===== src/rtl/serial_queue_pkg.sv =====
// Shared types and defaults for the serial-in word queue.
// SERIAL_QUEUE_SYNC_EN selects two-flop input synchronizers (adds 2 cycles of latency).
package serial_queue_pkg;

  localparam int DATA_W_DEF = 8;
  localparam int DEPTH_DEF  = 8;

  typedef enum logic [0:0] {
    COLLECT    = 1'b0,
    WORD_READY = 1'b1
  } asm_state_e;

  // Clocks after reset release before an edge may be reported; covers the sync pipeline fill.
`ifdef SERIAL_QUEUE_SYNC_EN
  localparam logic [1:0] ARM_CYCLES = 2'd3;
`else
  localparam logic [1:0] ARM_CYCLES = 2'd1;
`endif

endpackage


===== src/rtl/serial_queue_param_edge_detect.sv =====
// Rising-edge pulse generator for one strobe, with optional two-flop synchronizer.
// SERIAL_QUEUE_SYNC_EN inserts the synchronizer ahead of the edge detector.
module edge_detect
  import serial_queue_pkg::*;
(
  input  logic clock_1MHz,
  input  logic rst,
  input  logic sig,
  output logic rise
);

  logic       level;
  logic       prev;
  logic [1:0] arm_cnt;
  logic       armed;

`ifdef SERIAL_QUEUE_SYNC_EN
  logic [1:0] sync;

  always_ff @(posedge clock_1MHz or negedge rst) begin
    if (!rst) begin
      sync <= 2'b00;
    end else begin
      sync <= {sync[0], sig};
    end
  end

  assign level = sync[1];
`else
  assign level = sig;
`endif

  // A strobe already high when reset releases is absorbed into prev before edges are armed.
  assign armed = (arm_cnt == ARM_CYCLES);
  assign rise  = level & ~prev & armed;

  always_ff @(posedge clock_1MHz or negedge rst) begin
    if (!rst) begin
      prev    <= 1'b0;
      arm_cnt <= 2'd0;
    end else begin
      prev <= level;
      if (!armed) begin
        arm_cnt <= arm_cnt + 2'd1;
      end
    end
  end

endmodule


===== src/rtl/serial_queue_param.sv =====
// Serial bit assembler feeding a DEPTH-word register FIFO, with sticky error flags.
// SERIAL_QUEUE_SYNC_EN adds two-flop synchronizers on all serial/strobe inputs.
module serial_queue_param
  import serial_queue_pkg::*;
#(
  parameter int DATA_W = DATA_W_DEF,
  parameter int DEPTH  = DEPTH_DEF
) (
  input  logic                       clock_1MHz,
  input  logic                       rst,
  input  logic                       data_in,
  input  logic                       write_in,
  input  logic                       enqueue_in,
  input  logic                       dequeue_in,
  input  logic                       err_clr_in,
  output logic                       status_out,
  output logic [DATA_W-1:0]          data_out,
  output logic [$clog2(DEPTH):0]     count_out,
  output logic                       full_out,
  output logic                       empty_out,
  output logic                       overflow_out,
  output logic                       underflow_out,
  output logic                       frame_err_out
);

  localparam int PTR_W = $clog2(DEPTH);
  localparam int CNT_W = $clog2(DEPTH) + 1;
  localparam int BC_W  = $clog2(DATA_W) + 1;

  logic              data_bit;
  logic              wr_rise;
  logic              enq_rise;
  logic              deq_rise;

  asm_state_e        state;
  logic [BC_W-1:0]   bit_cnt;
  logic [DATA_W-1:0] shreg;

  logic [DATA_W-1:0] mem [DEPTH];
  logic [PTR_W-1:0]  wr_ptr;
  logic [PTR_W-1:0]  rd_ptr;

  logic              pop_ok;
  logic              push_ok;
  logic              frame_set;
  logic              ovf_set;
  logic              unf_set;
  logic [CNT_W-1:0]  next_count;

`ifdef SERIAL_QUEUE_SYNC_EN
  logic [1:0] data_sync;

  always_ff @(posedge clock_1MHz or negedge rst) begin
    if (!rst) begin
      data_sync <= 2'b00;
    end else begin
      data_sync <= {data_sync[0], data_in};
    end
  end

  assign data_bit = data_sync[1];
`else
  assign data_bit = data_in;
`endif

  edge_detect u_wr_edge (
    .clock_1MHz (clock_1MHz),
    .rst        (rst),
    .sig        (write_in),
    .rise       (wr_rise)
  );

  edge_detect u_enq_edge (
    .clock_1MHz (clock_1MHz),
    .rst        (rst),
    .sig        (enqueue_in),
    .rise       (enq_rise)
  );

  edge_detect u_deq_edge (
    .clock_1MHz (clock_1MHz),
    .rst        (rst),
    .sig        (dequeue_in),
    .rise       (deq_rise)
  );

  // A pop on a full queue frees the slot, so a coincident push still lands.
  assign pop_ok    = deq_rise && !empty_out;
  assign push_ok   = enq_rise && (state == WORD_READY) && (!full_out || pop_ok);
  assign ovf_set   = enq_rise && (state == WORD_READY) && full_out && !pop_ok;
  assign unf_set   = deq_rise && empty_out;
  assign frame_set = (wr_rise && (state == WORD_READY)) ||
                     (enq_rise && (state == COLLECT));

  always_comb begin
    next_count = count_out;
    if (push_ok && !pop_ok) begin
      next_count = count_out + CNT_W'(1);
    end else if (pop_ok && !push_ok) begin
      next_count = count_out - CNT_W'(1);
    end
  end

  always_ff @(posedge clock_1MHz or negedge rst) begin
    if (!rst) begin
      count_out  <= '0;
      full_out   <= 1'b0;
      empty_out  <= 1'b1;
      status_out <= 1'b1;
      wr_ptr     <= '0;
      rd_ptr     <= '0;
      data_out   <= '0;
    end else begin
      count_out  <= next_count;
      full_out   <= (next_count == CNT_W'(DEPTH));
      empty_out  <= (next_count == '0);
      status_out <= (next_count != CNT_W'(DEPTH));
      if (push_ok) begin
        wr_ptr <= wr_ptr + PTR_W'(1);
      end
      if (pop_ok) begin
        data_out <= mem[rd_ptr];
        rd_ptr   <= rd_ptr + PTR_W'(1);
      end
    end
  end

  always_ff @(posedge clock_1MHz) begin
    if (push_ok) begin
      mem[wr_ptr] <= shreg;
    end
  end

  // Enqueue always closes the current frame; a bit arriving in the same cycle is dropped.
  always_ff @(posedge clock_1MHz or negedge rst) begin
    if (!rst) begin
      state   <= COLLECT;
      bit_cnt <= '0;
      shreg   <= '0;
    end else if (enq_rise) begin
      state   <= COLLECT;
      bit_cnt <= '0;
    end else if (wr_rise && (state == COLLECT)) begin
      shreg[bit_cnt[BC_W-2:0]] <= data_bit;
      bit_cnt                  <= bit_cnt + BC_W'(1);
      if (bit_cnt == BC_W'(DATA_W - 1)) begin
        state <= WORD_READY;
      end
    end
  end

  always_ff @(posedge clock_1MHz or negedge rst) begin
    if (!rst) begin
      overflow_out  <= 1'b0;
      underflow_out <= 1'b0;
      frame_err_out <= 1'b0;
    end else if (err_clr_in) begin
      overflow_out  <= 1'b0;
      underflow_out <= 1'b0;
      frame_err_out <= 1'b0;
    end else begin
      if (ovf_set) begin
        overflow_out <= 1'b1;
      end
      if (unf_set) begin
        underflow_out <= 1'b1;
      end
      if (frame_set) begin
        frame_err_out <= 1'b1;
      end
    end
  end

endmodule


===== config.mk =====
export PLATFORM = sky130hd
export DESIGN_NAME = serial_queue_param
export DESIGN_NICKNAME = d
export VERILOG_FILES = /design/src/rtl/serial_queue_pkg.sv /design/src/rtl/serial_queue_param_edge_detect.sv /design/src/rtl/serial_queue_param.sv
export SDC_FILE = /design/constraint.sdc
export NUM_CORES = 1
export LEC_CHECK = 0
export ABC_CLOCK_PERIOD_IN_PS = 2500
export CORE_MARGIN = 1
export CORE_UTILIZATION = 45
export CTS_CLUSTER_SIZE = 14
export DETAILED_ROUTE_END_ITERATION = 8
export GPL_ROUTABILITY_DRIVEN = 0
export PLACE_DENSITY = 0.65
export SKIP_LAST_GASP = 1
export SYNTH_ARGS = -nofsm -noshare
export SYNTH_HDL_FRONTEND = slang
export SYNTH_SLANG_ARGS = --single-unit

===== constraint.sdc =====
create_clock -name clock_1MHz -period 2.5 [get_ports clock_1MHz]
set_clock_uncertainty 0.1 [all_clocks]
set_input_delay 0.375 -clock clock_1MHz [delete_from_list [all_inputs] [get_ports clock_1MHz]]
set_output_delay 0.375 -clock clock_1MHz [all_outputs]
set_load 0.03 [all_outputs]

==> results of run 1 <==
critical path, delay by kind of cell (launching register included):
| kind | cells | cell delay (ps) |
|---|---|---|
| flip-flops | 1 | 410 |
| multiplexers | 1 | 330 |
| AND/OR/NAND/NOR | 3 | 950 |
| adder cells (fa/ha/maj) | 1 | 270 |
layer usage:
metal  routed length [um]  vias to the layer above
li1                     -                     1134
met1                 3480                     1182
met2                 3600                       31
met3                  220                       10
met4                  113                        0
met5                    0                        -
worst max-delay path by stage:
stage	start	to	slack, ps	cells past startpoint
6_report	u_enq_edge.arm_cnt[0]$_DFFE_PN0P_	shreg[2]$_DFFE_PN0P_	330	5
5_1_grt	u_enq_edge.arm_cnt[0]$_DFFE_PN0P_	empty_out$_DFF_PN1_	170	8
4_1_cts	u_enq_edge.arm_cnt[0]$_DFFE_PN0P_	shreg[2]$_DFFE_PN0P_	310	5
3_5_place_dp	dequeue_in	mem[3][5]$_DFFE_PP_	160	5
3_3_place_gp	enqueue_in	shreg[5]$_DFFE_PN0P_	200	6
2_1_floorplan	u_deq_edge.arm_cnt[1]$_DFFE_PN0P_	mem[1][0]$_DFFE_PP_	150	6
power breakdown:
part | total (mW) | internal [mW] | switching [mW]
Sequential | 2.48 | 2.20 | 0.273
Clock | 1.18 | 0.579 | 0.604
Combinational | 1.31 | 0.647 | 0.667
layout make-up:
type,instances,area [um2]
flip-flops and latches,110,3080
multi-input cells,154,1320
fillers,755,4220
clock inverters,7,104
repair buffers,44,388
inverters,7,26.3
well taps,129,161
clock buffers,9,124
state kept, by name, summed over array words and instances, names as in the netlist, 3 cells and up:
signal	count
bit_cnt	4
shreg	8
data_out	8
wr_ptr	3
mem	64
rd_ptr	3
count_out	4
through the flow:
stage	cell area (um2)	power (mW)
2_1_floorplan	4470	3.38
3_3_place_gp	4960	3.82
3_5_place_dp	4960	3.85
4_1_cts	5200	5.04
5_1_grt	5200	5.23
6_report	5200	4.97
kinds of logic after synthesis:
| group | Yosys count | share of synthesized area (%) |
|---|---|---|
| AO/OA/AOI/OAI | 24 | 3.08 |
| AND/OR/NAND/NOR | 75 | 8.99 |
| adder cells (fa/ha/maj) | 8 | 2.24 |
| flip-flops | 110 | 68.9 |
| buffers and inverters | 18 | 1.77 |
| XOR/XNOR | 13 | 2.72 |
| multiplexers | 34 | 12.3 |
layout by cell type (no fill, tap or decap), drive strengths merged, types with 2 or more instances in the layout:
cell,netlist,final
xnor2,11,11
clkbuf,6,9
xor2,2,2
edfxtp,64,64
nor3b,3,3
nor3,8,8
nand3b,3,3
mux2,8,8
inv,7,10
nand2b,2,2
ha,8,8
o21ai,15,15
dfstp,2,2
dfrtp,44,44
clkdlybuf4s50,0,23
bufinv,0,2
clkinv,0,2
a22o,2,2
nor2,20,20
nand2,24,24
nand3,5,5
a21oi,4,4
buf,5,20
mux2i,10,10
mux4,16,16
what timing repair did:
| action | 4_1_cts | 5_1_grt |
|---|---|---|
| hold endpoints to repair | 4 | 0 |
| hold buffers | 1 | 0 |
| endpoints found under the setup margin | 0 | 0 |
==> impl_metrics.ini, run 1 <==
[power]
power.density_mw_per_mm2 = 957
ir_drop_uv = 364
power.leakage_nw = 2.01

[worst_setup_path]
start_kind = flip-flop
worstPathRequired_ps = 2650
timing.rr.end = shreg[2]$_DFFE_PN0P_
path_cells = ha_1 > and3b_1 > or4_4 > nor3b_2 > mux2_1
r2r_cells = 5
crit_type = reg2reg
max_stage_delay_ps = 530
worst_setup_path_end_kind = flip-flop
critPathArrivalTime_ps = 2320
crit_fanout = 5
slowest_stage = or4_4
r2r_slack_ps = 330
r2r_start = u_enq_edge.arm_cnt[0]$_DFFE_PN0P_

[floorplanning]
start_util_pct = 47.4
dieArea_mm2 = 0.0103
ios = 25
rows = 35
coreArea_mm2 = 0.00942
die_w_um = 102
die_y_um = 102

[cells_and_area]
final_util_pct = 55.2
antenna_cells = 0
final_cells = 460
layout-drive-gt1-share_pct = 20.8
nets = 341
syn_to_final_growth_pct = 16.4

[min_path]
hp-class = in2reg
holdPathEnd = u_wr_edge.prev$_DFF_PN0_
hold_start = write_in
min_delay_path_depth = 1

[clock_tree]
clk_pin_slew_ps = 100
clock_sinks = 110
ctsLongestPathBuffers = 2
clock_latency_ps = 360
root_buffer = clkbuf_8
cts_buffers = 9
htree_levels = 3
post_cts_buffers = 0
cts_resized = 0
tritoncts = done

[synth]
synthCells = 282
ys.flop_type = edfxtp_1
ys_ff_latch = 110
synthTopCellsByCount = 64 x edfxtp_1, 44 x dfrtp_1, 24 x nand2_1, 20 x nor2_1, 16 x mux4_2
synth_area_per_cell_um2 = 15.8
synth_edf_count = 64
async_flop_share_pct = 41.8
ys_types = 42
synth_warnings = 0
synth.area.top_cells = edfxtp_1 43%, dfrtp_1 25%, mux4_2 8.1%, ha_1 2.2%, mux2i_1 2.2%
yosysMostFrequentCell = edfxtp_1
ys_seq_area_share_pct = 68.9
syn-cell-area_mm2 = 0.00447
syn_nets = 297
netlist.area_leader.share_pct = 43.0
yosys.area.top_type = edfxtp_1

[timing]
worstMarginPinSlew_ps = 597
slew_headroom_pct = 60.2
setup_tns_ps = 0
period_needed_ps = 2170
rsz0062_at_grt = no
hold_viol = 0
setup_slack_ps = 335
min_period_over_period_pct = 86.6
fmax_ghz = 0.462
finalMaxSlewViolations = 0
holdWs_ps = 368
setup_viol = 0

[global_routing]
grt-ovfl-total = 0
use_met3_pct = 3.73
grt_first_pass_wirelength_um = 12200
grt_antenna_before_repair = 0
grt_pass1_vias = 2399
grt_start_max_net_pins = 47
track_usage_pct = 16.4
met1_usage_pct = 21.7
grt-busiest-layer = met2
use_met2_pct = 26.6

[route]
antenna_left = 0
dr_total_vias = 2357
drt_pass1_iterations = 6
viasPerCell = 5.12
routedWlPerCell_um = 16.1
drtIter0Drc = 71
post-route-drc-count = 0
drt_wl_total_um = 7410

[placed_design]
port_buffers = 24
dp.cells = 443
hpwl_um = 5050
pre_cts_ws_ps = 157

[run_status]
status = finished clean

[run]
maxCapViolCount = 0
Note: power is estimated with default switching activity, not from simulation.
==> run 2: changes to the inputs <==
- CAP_MARGIN: unset -> 10
==> results of run 2 <==
Same layout as run 1: the final DEF is identical, and so are final timing and power.
